$ cat config.mk
export PLATFORM = sky130hd
export DESIGN_NAME = cpu_exec_scheduler
export DESIGN_NICKNAME = d
export VERILOG_FILES = /design/src/rtl/cpu_exec_scheduler_pkg.sv /design/src/rtl/cpu_exec_scheduler_prescaler.sv /design/src/rtl/cpu_exec_scheduler.sv
export SDC_FILE = /design/constraint.sdc
export NUM_CORES = 1
export LEC_CHECK = 0
export BUFFER_PORTS_ARGS = -buffer_cell sky130_fd_sc_hd__buf_4
export CAP_MARGIN = 20
export CORE_ASPECT_RATIO = 1.5
export CORE_MARGIN = 5
export CORE_UTILIZATION = 46
export DETAILED_ROUTE_END_ITERATION = 16
export PLACE_DENSITY = 0.67
export SLEW_MARGIN = 10
export SYNTH_ARGS = -nofsm -noshare
export SYNTH_HDL_FRONTEND = slang
export SYNTH_SLANG_ARGS = --single-unit
$ cat constraint.sdc
create_clock -name clk -period 3.3 [get_ports clk]
set_input_delay 0.495 -clock clk [delete_from_list [all_inputs] [get_ports clk]]
set_output_delay 0.495 -clock clk [all_outputs]
set_load 0.02 [all_outputs]
$ cat src/rtl/cpu_exec_scheduler_pkg.sv
// cpu_exec_scheduler_pkg: shared state encoding for the CPU execution scheduler.
//   sched_state_t: HALT=00, RUN=01, STEP=10, BREAK=11 (visible on sched_state).
package cpu_exec_scheduler_pkg;
  typedef enum logic [1:0] {
    S_HALT  = 2'b00,
    S_RUN   = 2'b01,
    S_STEP  = 2'b10,
    S_BREAK = 2'b11
  } sched_state_t;
endpackage

$ cat src/rtl/cpu_exec_scheduler_prescaler.sv
// cpu_exec_scheduler_prescaler: DIV_W-bit rate counter with selectable terminal count.
//   clk, resetn (async active-low), clear (sync zero), count_en (advance),
//   fast (1: DIV_FAST, 0: DIV_SLOW), terminal (count >= selected divide - 1).
module cpu_exec_scheduler_prescaler #(
  parameter int DIV_SLOW = 25_000_000,
  parameter int DIV_FAST = 2_500_000,
  parameter int DIV_W    = 25
) (
  input  logic clk,
  input  logic resetn,
  input  logic clear,
  input  logic count_en,
  input  logic fast,
  output logic terminal
);
  localparam logic [DIV_W-1:0] LAST_SLOW = DIV_W'(DIV_SLOW - 1);
  localparam logic [DIV_W-1:0] LAST_FAST = DIV_W'(DIV_FAST - 1);
  logic [DIV_W-1:0] count;
  // >= rather than == so a rate switch to a shorter period never wraps through 2^DIV_W
  assign terminal = count >= (fast ? LAST_FAST : LAST_SLOW);
  always_ff @(posedge clk or negedge resetn)
    if (!resetn) count <= '0;
    else if (clear) count <= '0;
    else if (count_en) count <= terminal ? '0 : count + 1'b1;
endmodule

$ cat src/rtl/cpu_exec_scheduler.sv
// cpu_exec_scheduler: single-cycle CPU execution enable (halt / run slow|turbo / step / breakpoint).
//   clk, resetn (async active-low); run_toggle, step_req: one-cycle button pulses;
//   turbo: rate select; instruction_pointer, bp_addr, bp_valid: breakpoint compare;
//   enable: registered one-cycle CPU enable; sched_state: current state; bp_hit: 1 while in BREAK.
//   Define CPU_SCHED_BREAKPOINT_EN to build the breakpoint compare and BREAK state;
//   otherwise the breakpoint inputs are ignored and bp_hit is 0.
module cpu_exec_scheduler
  import cpu_exec_scheduler_pkg::*;
#(
  parameter int DIV_SLOW = 25_000_000,
  parameter int DIV_FAST = 2_500_000,
  parameter int DIV_W    = 25
) (
  input  logic       clk,
  input  logic       resetn,
  input  logic       run_toggle,
  input  logic       step_req,
  input  logic       turbo,
  input  logic [7:0] instruction_pointer,
  input  logic [7:0] bp_addr,
  input  logic       bp_valid,
  output logic       enable,
  output logic [1:0] sched_state,
  output logic       bp_hit
);
  sched_state_t state;
  logic terminal;
  assign sched_state = state;
  // Held clear outside RUN, so every entry into RUN starts a full period
  cpu_exec_scheduler_prescaler #(
    .DIV_SLOW(DIV_SLOW),
    .DIV_FAST(DIV_FAST),
    .DIV_W(DIV_W)
  ) u_prescaler (
    .clk(clk),
    .resetn(resetn),
    .clear(state != S_RUN),
    .count_en(1'b1),
    .fast(turbo),
    .terminal(terminal)
  );
`ifdef CPU_SCHED_BREAKPOINT_EN
  // resume_skip lets the first pulse after resuming execute the breakpointed instruction
  logic resume_skip;
  logic bp_match;
  assign bp_match = bp_valid && instruction_pointer == bp_addr && !resume_skip;
  always_ff @(posedge clk or negedge resetn)
    if (!resetn) begin
      state       <= S_HALT;
      enable      <= 1'b0;
      bp_hit      <= 1'b0;
      resume_skip <= 1'b0;
    end else begin
      enable <= 1'b0;
      case (state)
        S_HALT:
          if (run_toggle) state <= S_RUN;
          else if (step_req) state <= S_STEP;
        S_STEP: begin
          enable      <= 1'b1;
          resume_skip <= 1'b0;
          state       <= S_HALT;
        end
        S_RUN:
          if (run_toggle) state <= S_HALT;
          else if (terminal && bp_match) begin
            state  <= S_BREAK;
            bp_hit <= 1'b1;
          end else if (terminal) begin
            enable      <= 1'b1;
            resume_skip <= 1'b0;
          end
        S_BREAK:
          if (run_toggle) begin
            state       <= S_RUN;
            resume_skip <= 1'b1;
            bp_hit      <= 1'b0;
          end else if (step_req) begin
            state  <= S_STEP;
            bp_hit <= 1'b0;
          end
        default: state <= S_HALT;
      endcase
    end
`else
  logic unused_bp;
  assign unused_bp = ^{instruction_pointer, bp_addr, bp_valid};
  assign bp_hit = 1'b0;
  always_ff @(posedge clk or negedge resetn)
    if (!resetn) begin
      state  <= S_HALT;
      enable <= 1'b0;
    end else begin
      enable <= 1'b0;
      case (state)
        S_HALT:
          if (run_toggle) state <= S_RUN;
          else if (step_req) state <= S_STEP;
        S_STEP: begin
          enable <= 1'b1;
          state  <= S_HALT;
        end
        S_RUN:
          if (run_toggle) state <= S_HALT;
          else if (terminal) enable <= 1'b1;
        default: state <= S_HALT;
      endcase
    end
`endif
endmodule
==> key figures, run 1 <==
Run status
  • Status: complete, no violations

Worst setup path
  • Critical path data required time: about 3.4 ns
  • Reg-to-reg critical path endpoint: u_prescaler.count[16]
  • Worst reg2reg path depth: 5
  • Cell family with most CP delay: compound AO/OA/AOI/OAI gates
  • Crit-path max FO: 25
  • Critical Path Max Stage Delay: 0.56 ns
  • Worst path depth: 7
  • CP Launch Type: primary input
  • Reg-to-reg startpoint: u_prescaler.count[7]
  • WP data arrival: 2.27 ns
  • Crit Path Class: in -> reg
  • Cell chain of the critical path: buf_4 -> inv_1 -> ha_1 -> nand4b_1 -> o311a_1 -> o21ai_4 -> nor2_1
  • R2R setup slack: 1.21 ns
  • Worst path slowest cell: o21ai_4
  • Buffers & Inverters on Critical Path: 2
  • CP endpoint kind: flip-flop

Global routing
  • GRT Overall Usage: 0.1510
  • Initial antenna violation count: 0
  • First-pass GRT wire length: between 5000 and 6000 um
  • Largest net degree at the start of global routing: 29
  • Via count of the first global-routing pass: 1354
  • GRT Residual Overflow: 0

Floorplan
  • Die footprint: 5133 sq um
  • DIE HEIGHT: 85.28 um
  • Core box area: 3649 sq um
  • Die W: 60.19 um
  • Initial Util: 0.4763
  • Io pins: 26
  • # rows: 27

Clock tree
  • Clk_lat worst skew: ~0.28 ns
  • Root Buffer: clkbuf_8
  • CTS clk-pin slew, worst paths: roughly 0.09 ns
  • Post-CTS Hold Fix Bufs: 0
  • Post-CTS setup buffer count: 0
  • H-tree depth: 1
  • TritonCTS buffer count: 3
  • Cts repair resizes: 0
  • Clock sink count: 28
  • CTS tree: yes
  • Clk buf depth: 2

Power
  • Pwr per Cell Area: 432.2 nW/um^2
  • Peak VDD IR: 292.9 uV
  • Pleak: 0.8807 nW

Layout
  • Multi-input gate area: just under 1000 sq um
  • Nets: 226
  • Synth-to-Final Area Change: 7.343%
  • Fillers: around 340
  • Layout cells sized above 1: 0.08602
  • Final Util: 0.5113
  • # diodes: 0
  • Storage cell area: approximately 700 sq um

Timing
  • Max_slew headroom: 0.5628
  • Max Clk Rate: 468.7 MHz
  • RSZ-0062 raised after global routing: no
  • Setup-failing EPs final: 0
  • Fin Clk Skew: approximately 0.0027 ns
  • Min Tclk post-route: 2.133 ns
  • Setup_tns: 0 ns
  • Fin. max-slew vios: 0
  • Tcrit/Tclk final: 0.6465
  • Actual slew at the worst max-slew pin: 0.6534 ns
  • Final hold vios: 0

Drt
  • Post-Route WL: between 3000 and 4000 um
  • WL/cell: 14.60 um
  • DR pass1 iterations: 4
  • Via count: 1277
  • Average vias per placed instance: 5.576
  • Iter 0 DRT Violations: 34
  • Number of remaining DRC errors: 0
  • ANT nets after route: 0

Logic synthesis
  • Mapped Cells: 179
  • Synth Net Count: ~220
  • Most used flip-flop cell after synthesis: dfrtp_1
  • Avg Cell Area, Syn: between 9 and 10 sq um
  • Syn. warnings: 0
  • Number of flops mapped to enable cells by yosys: 0
  • Post-synth top area share: 0.4032
  • Synth async-reset ratio: 1.000
  • Flops & latches, synth: 28
  • Distinct cells, synth: 32
  • Synth Cell Area: between 1500 and 2000 sq um
  • Largest cells by area after synthesis: dfrtp_1 (40%), ha_1 (12%), xor2_1 (9.1%), nor2_1 (6.9%), nand3_1 (3.5%)
  • Post-synth top cells: nor2_1 (32), dfrtp_1 (28), xor2_1 (18)
  • Cell taking the most area after synthesis: dfrtp_1
  • Seq/Total Area, Yosys: 0.4032
  • Most common cell in the synthesized netlist: nor2_1

Place
  • Dpl hpwl: 2519 um
  • IO Port Bufs: 7
  • Final Wtd Congestion: ~0.82

Run
  • Max cap viols: 0

Min path
  • Hold/Removal Path Class: in -> async
[flip-flops by register name, summed over array words and instances, names as in the netlist]
signal,flops
u_prescaler.count,25
enable,1
sched_state,2
[worst max-delay path by stage]
stage / from / end / slack, ns
floorplan: turbo / enable / 1.33
global placement: turbo / u_prescaler.count[3] / 0.92
finish: turbo / u_prescaler.count[16] / 1.17
CTS: turbo / u_prescaler.count[16] / 1.14
detailed placement: turbo / u_prescaler.count[16] / 0.83
global route: u_prescaler.count[24] / u_prescaler.count[16] / 1.01
[worst register-to-register path: stages (launching register included)]
cell	delay [ns]
dfrtp_1	0.44
ha_1	0.32
nand4b_1	0.10
o311a_1	0.40
o21ai_4	0.56
nor2_1	0.14
[per-layer routing]
layer  GRT usage  wire [um]
met1      0.1597       1357
met2      0.2766       1783
met3     0.01826         99
met4     0.07863        104
met5           0          0
[layout make-up]
type	instances	share of cell area
timing repair buffer	7	0.02817
clock buffer	4	0.02951
sequential	28	0.3756
inverter	10	0.02012
multi-input combinational	137	0.5178
tap	43	0.02884
[where the power goes]
part	switching, mW	leakage (nW)	internal [mW]
sequential	0.0264	0.388	0.364
clock	0.107	0.0288	0.107
combinational	0.136	0.464	0.0661
total	0.269	0.881	0.537
[layout by cell type (no fill, tap or decap), types with 2 or more instances in the layout]
master,Yosys,routed
nor3_1,4,4
o21a_1,4,4
inv_1,10,10
and3_1,6,6
nand4b_1,3,3
buf_4,1,7
a31oi_1,2,2
nand3_1,12,12
o21ai_0,5,5
nor2_1,32,32
clkbuf_8,0,4
nand2_1,8,8
a21oi_1,3,3
xnor2_1,5,5
dfrtp_1,28,28
nand4_1,5,5
xor2_1,18,18
ha_1,17,17
[through the flow]
step                      cells  area [sq um]  power, mW  setup slack, ns  hold WS, ns
after floorplan             179          1738     0.5567            1.327       0.1994
after global placement      225          1810     0.5882           0.9151       0.4285
after detailed placement    225          1810     0.6060           0.8331       0.4376
after CTS                   229          1866     0.8216            1.138       0.1284
after global routing        229          1866     0.8596            1.007       0.1383
final                       229          1866     0.8062            1.167       0.1204
[cell families after synthesis]
logic type | after synthesis | share of synthesized area
buffers and inverters | 14 | 0.04104
DFF | 28 | 0.4032
adders and majority gates | 17 | 0.1224
and+or+nand+nor | 75 | 0.2268
other | 1 | 0.002158
xor gates and xnor gates | 23 | 0.1159
AOI/OAI and AO/OA | 21 | 0.08855
Note: power is estimated with default switching activity, not from simulation.
==> run 2: changes to the inputs <==
==> constraint.sdc (replaced) <==
create_clock -name clk -period 2.2 [get_ports clk]
set_input_delay 0.33 -clock clk [delete_from_list [all_inputs] [get_ports clk]]
set_output_delay 0.33 -clock clk [all_outputs]
set_load 0.02 [all_outputs]
==> key figures, run 2 (synthesis results as in run 1) <==
Timing
  • Max_slew headroom: 0.5948
  • Setup-failing EPs final: 0
  • Final hold vios: 0
  • Fin. max-slew vios: 0
  • Actual slew at the worst max-slew pin: 0.6002 ns
  • Fin Clk Skew: 0.01157 ns
  • Tcrit/Tclk final: 0.9534
  • Final setup margin: 0.1026 ns
  • Setup_tns: 0 ns
  • Min Tclk post-route: 2.097 ns
  • Max Clk Rate: 476.8 MHz

Drt
  • WL/cell: ~16 um
  • Post-Route WL: 3636 um
  • Iter 0 DRT Violations: between 50 and 60
  • Number of remaining DRC errors: 0
  • DR pass1 iterations: 4
  • ANT nets after route: 0
  • Via count: between 1000 and 1500
  • Average vias per placed instance: about 5.7

Clock tree
  • TritonCTS buffer count: 3
  • Clk buf depth: 2
  • Root Buffer: clkbuf_8
  • Clk_lat worst skew: 0.27 ns
  • Post-CTS setup buffer count: 0
  • Clock sink count: 28
  • CTS tree: yes
  • H-tree depth: 1
  • CTS clk-pin slew, worst paths: ~0.09 ns

Global routing
  • First-pass GRT wire length: approximately 5800 um
  • GRT Overall Usage: 0.1464
  • Via count of the first global-routing pass: between 1000 and 1500
  • Largest net degree at the start of global routing: 29
  • Initial antenna violation count: 0
  • GRT Residual Overflow: 0

Run
  • Max cap viols: 0

Place
  • Pre-CTS WS: -0.08312 ns
  • Post-DP Area: 1818 sq um
  • Dpl hpwl: 2580 um
  • Final Wtd Congestion: 0.7635
  • IO Port Bufs: 7

Floorplan
  • Core box area: 3649 sq um
  • Die footprint: 5133 sq um
  • Io pins: 26
  • DIE HEIGHT: 85.28 um
  • # rows: 27
  • Initial Util: 0.4763
  • Die W: 60.19 um

Power
  • Pwr per Cell Area: roughly 660 nW/um^2
  • Peak VDD IR: ~380 uV
  • Pleak: 0.8922 nW

Worst setup path
  • CP Launch Type: flip-flop
  • Origin of the worst setup path: u_prescaler.count[24]
  • Reg-to-reg startpoint: u_prescaler.count[24]
  • Critical path data required time: roughly 2.3 ns
  • R2R setup slack: 0.10 ns
  • WP data arrival: between 2 and 2.5 ns
  • Crit-path max FO: 13
  • Critical Path End: u_prescaler.count[4]
  • Reg-to-reg critical path endpoint: u_prescaler.count[4]
  • CP endpoint kind: flip-flop
  • Crit Path Class: reg -> reg
  • Worst reg2reg path depth: 6

Layout
  • # diodes: 0
  • Cell area after layout: 1904 sq um
  • Max reg flops: 25
  • Biggest register: u_prescaler.count
  • Fillers: 336
  • Commonest cells after routing, fill and taps aside: nor2_1 (32), dfrtp_1 (28), xor2_1 (18), ha_1 (17), nand3_1 (12)
  • Most common cell after layout, fill and taps aside: nor2_1
  • Layout cells sized above 1: 0.1005
  • Nets: 229
  • Synth-to-Final Area Change: 9.575%
  • Final Util: 0.5219

Min path
  • Hold Path Stages: 2
  • Hold/Removal Path Class: in -> reg

Run status
  • Status: complete, no violations
[run 2: cell count changes in the layout (fill, tap and decap cells not counted), sizes merged]
cell,change
buf,+1
dlygate4sd3,+1
o21ai,+1
[run 2: per-layer routing]
metal  global-route usage  vias up  share of wire
met3              0.02131        4          0.031
met2               0.2598       17           0.55
met5                    0        -              0
met4              0.07863        0          0.011
met1               0.1594      657           0.41
li1                     -      646              -
[run 2: layout make-up]
class | instances | area (sq um) | share of cell area
Clock buffer | 4 | 55.05 | 0.02891
Timing Repair Buffer | 9 | 70.07 | 0.03679
Inverter | 10 | 37.54 | 0.01971
Tap cell | 43 | 53.80 | 0.02825
Sequential cell | 28 | 700.7 | 0.3679
Multi-Input combinational cell | 138 | 987.2 | 0.5184
[run 2: what timing repair did]
action                                 in CTS  in global routing
resized for setup                           0                  2
endpoints found under the hold margin      28                  0
setup endpoints to repair                   0                 25
hold buffers                                1                  0
[run 2: per-stage QoR]
stage                     hold WS [ns]  cells  power, mW
after floorplan                0.03441    179     0.8351
after global placement          0.2662    226     0.8816
after detailed placement        0.2728    226     0.9025
after CTS                       0.2238    231      1.226
after global routing            0.2306    232      1.319
final                           0.2379    232      1.249
[run 2: report_power, final]
group / switching [mW] / total, mW / internal [mW]
combinational: 0.232 / 0.344 / 0.112
sequential: 0.0404 / 0.587 / 0.547
clock: 0.158 / 0.318 / 0.160
total: 0.430 / 1.25 / 0.819
[run 2: worst min path at each step]
stage                                 end  slack (ns)       start
floorplan                          enable        0.03      resetn
finish                     sched_state[1]        0.24  run_toggle
CTS                        sched_state[1]        0.22  run_toggle
global placement    u_prescaler.count[15]        0.27      resetn
global route               sched_state[1]        0.23  run_toggle
detailed placement  u_prescaler.count[15]        0.27      resetn
[run 2: critical path, stage by stage (launching register included)]
cell,delay (ns)
dfrtp_1,0.41
ha_1,0.30
nand4b_1,0.16
o311ai_0,0.60
nor3_2,0.18
o21ai_4,0.21
nor2_1,0.11
==> run 3: changes to the inputs <==
--- a/config.mk
+++ b/config.mk
@@ -5,13 +5,14 @@
 export SDC_FILE = /design/constraint.sdc
 export NUM_CORES = 1
 export LEC_CHECK = 0
+export ABC_AREA = 1
 export BUFFER_PORTS_ARGS = -buffer_cell sky130_fd_sc_hd__buf_4
 export CAP_MARGIN = 20
 export CORE_ASPECT_RATIO = 1.5
 export CORE_MARGIN = 5
 export CORE_UTILIZATION = 46
 export DETAILED_ROUTE_END_ITERATION = 16
-export PLACE_DENSITY = 0.67
+export PLACE_DENSITY = 0.66
 export SLEW_MARGIN = 10
 export SYNTH_ARGS = -nofsm -noshare
 export SYNTH_HDL_FRONTEND = slang
==> key figures, run 3 <==
Run status
  • Status: complete, no violations

Layout
  • Nets: 310
  • Synth-to-Final Area Change: 8.379%
  • Most common cell after layout, fill and taps aside: nand2_1
  • Commonest cells after routing, fill and taps aside: nand2_1 (60), nor2_1 (31), inv_1 (30), dfrtp_1 (28), ha_1 (17)
  • Max reg flops: 25
  • Final Util: 0.5178
  • Biggest register: u_prescaler.count
  • # diodes: 0
  • Layout cells sized above 1: 0.1710

Drt
  • ANT nets after route: 0
  • Via count: 1585
  • Iter 0 DRT Violations: 32
  • DR pass1 iterations: 4
  • WL/cell: roughly 12 um
  • Met1 WL: 1670 um
  • Average vias per placed instance: ~5.0
  • DR top layer: met4
  • Number of remaining DRC errors: 0
  • Routed wl met2: 2009 um
  • Routed wl met3: about 74 um
  • Post-Route WL: 3848 um

Global routing
  • GRT Residual Overflow: 0
  • Largest net degree at the start of global routing: 29
  • First-pass GRT wire length: 7120 um
  • Via count of the first global-routing pass: 1631
  • GRT Overall Usage: 0.1499
  • Initial antenna violation count: 0

Place
  • Final Wtd Congestion: 0.8540
  • Dpl hpwl: 3036 um
  • IO Port Bufs: 7

Clock tree
  • Post-CTS setup buffer count: 0
  • CTS tree: yes
  • H-tree depth: 1
  • Clk buf depth: 2
  • TritonCTS buffer count: 3
  • Clk_lat worst skew: 0.27 ns
  • Clock sink count: 28
  • Root Buffer: clkbuf_8
  • CTS clk-pin slew, worst paths: 0.09 ns

Logic synthesis
  • Synth Area in Compound Gates: 0.05566
  • Seq/Total Area, Yosys: 0.3425
  • Number of flops mapped to enable cells by yosys: 0
  • Post-synth top cells: nand2_1 (60), nor2_1 (31), inv_1 (30)
  • Synth Net Count: approximately 300
  • Mux share of post-synthesis cell area: 0
  • Syn. warnings: 0
  • Post-synth top area share: 0.3425
  • Largest cells by area after synthesis: dfrtp_1 (34%), nand2_1 (11%), ha_1 (10%), nor2_4 (7.2%), nor2_1 (5.7%)
  • Distinct cells, synth: 30
  • Synth Cell Area: between 2000 and 2500 sq um
  • Largest family of logic cells by synthesized area: simple AND/OR/NAND/NOR gates
  • Avg Cell Area, Syn: 7.960 sq um
  • Cell taking the most area after synthesis: dfrtp_1
  • Flops & latches, synth: 28
  • Synth async-reset ratio: 1.000
  • Most common cell in the synthesized netlist: nand2_1
  • Adder-cell share of the synthesized area: 0.1040
  • Mapped Cells: roughly 260
  • Simple-gate share of the synthesized area: 0.3596
  • Most used flip-flop cell after synthesis: dfrtp_1
  • Synth Area in XOR/XNOR: 0.05994

Min path
  • Hold Path Stages: 2
  • WHS Endpoint: sched_state[0]
  • Min-delay src: run_toggle
  • Hold/Removal Path Class: in -> reg

Worst setup path
  • Worst reg2reg path depth: 11
  • Cell chain of the critical path: ha_1 -> nand2_1 -> nor2_2 -> nand2_1 -> nor2_2 -> nand2_2 -> nand3_2 -> nor2_4 -> nand2_4 -> buf_4 -> nor2_4
  • Cell family with most CP delay: simple AND/OR/NAND/NOR gates
  • Buffers & Inverters on Critical Path: 1
  • Critical Path Max Stage Delay: 0.40 ns
  • WP data arrival: 2.04 ns
  • Worst path depth: 11
  • Crit-path max FO: 5
  • R2R setup slack: 0.32 ns
  • Critical path data required time: 2.36 ns
  • Reg-to-reg critical path endpoint: u_prescaler.count[6]
  • Reg-to-reg startpoint: u_prescaler.count[24]
  • CP endpoint kind: flip-flop
  • CP Launch Type: flip-flop
  • Worst path slowest cell: dfrtp_1
  • Crit Path Class: reg -> reg

Timing
  • Max Clk Rate: 533.2 MHz
  • Actual slew at the worst max-slew pin: between 0.5 and 0.6 ns
  • Setup-failing EPs final: 0
  • Tcrit/Tclk final: 0.8525
  • Fin Clk Skew: 0.003050 ns
  • Min Tclk post-route: 1.876 ns
  • Final hold vios: 0
  • Fin. max-slew vios: 0
  • Setup_tns: 0 ns
  • RSZ-0062 raised after global routing: no
  • Max_slew headroom: 0.6317

Floorplan
  • # rows: 29
  • Io pins: 26
  • Initial Util: 0.4778
  • Core box area: 4282 sq um
  • Die footprint: 5908 sq um
  • DIE HEIGHT: 91.68 um
  • Die W: 64.45 um

Run
  • Max cap viols: 0

Power
  • Peak VDD IR: 453.1 uV
  • Pleak: 1.013 nW
  • Pwr per Cell Area: approximately 600 nW/um^2
## run 3: changes by cell type after synthesis, sizes merged, moves of 6 or more
cell and delta:
nand2 +57, inv +23, nor2 +15, nor3 +6, and3 -6, xor2 -8
## run 3: layout make-up
class | count | area [sq um]
clock buffers | 3 | 41.29
flip-flops and latches | 28 | 700.7
multi-input cells | 193 | 1189
inverters | 33 | 123.9
well taps | 46 | 57.56
fillers | 419 | 2064
repair buffers | 12 | 105.1
## run 3: what timing repair did
| action | 4_1_cts | 5_1_grt |
|---|---|---|
| hold buffers | 1 | 0 |
| hold endpoints to repair | 28 | 0 |
| resized for setup | 0 | 0 |
## run 3: worst max-delay path by stage
stage	slack, ns	start	end
after CTS	0.31	u_prescaler.count[24]	u_prescaler.count[6]
after global routing	0.18	u_prescaler.count[20]	u_prescaler.count[12]
after global placement	0.19	turbo	u_prescaler.count[5]
final	0.32	u_prescaler.count[24]	u_prescaler.count[6]
after detailed placement	0.16	turbo	u_prescaler.count[6]
after floorplan	0.46	u_prescaler.count[24]	u_prescaler.count[13]
## run 3: report_power, final
| part | leakage [nW] | switching [mW] | internal, mW |
|---|---|---|---|
| logic | 0.604 | 0.289 | 0.181 |
| clock network | 0.0216 | 0.155 | 0.123 |
| registers | 0.388 | 0.0366 | 0.553 |
## run 3: worst reg2reg max path, stage by stage (launching register included)
cell     delay (ns)
dfrtp_1        0.40
ha_1           0.30
nand2_1        0.06
nor2_2         0.18
nand2_1        0.12
nor2_2         0.16
nand2_2        0.08
nand3_2        0.09
nor2_4         0.04
nand2_4        0.08
buf_4          0.20
nor2_4         0.04
## run 3: layer usage
layer  up-vias  global-route usage
li1        834                   -
met1       725              0.1769
met2        17              0.2724
met3         9             0.01589
met4         0             0.05996
met5         -                   0
## run 3: per-stage QoR
| stage | area (sq um) | setup WS (ns) | std cells | power [mW] | hold slack [ns] |
|---|---|---|---|---|---|
| finish | 2217 | 0.3244 | 315 | 1.337 | 0.3217 |
| global placement | 2166 | 0.1893 | 311 | 1.068 | 0.2716 |
| floorplan | 2046 | 0.4575 | 257 | 0.9310 | 0.03441 |
| global route | 2217 | 0.1771 | 315 | 1.430 | 0.3178 |
| CTS | 2217 | 0.3138 | 315 | 1.357 | 0.3149 |
| detailed placement | 2166 | 0.1641 | 311 | 1.072 | 0.2715 |
## run 3: logic make-up after synthesis
kind of cell / count (synthesis)
compound gates: 19
xor+xnor: 14
fa+ha+maj: 17
buf+inv: 36
flops: 28
other cells: 1
simple gates: 142
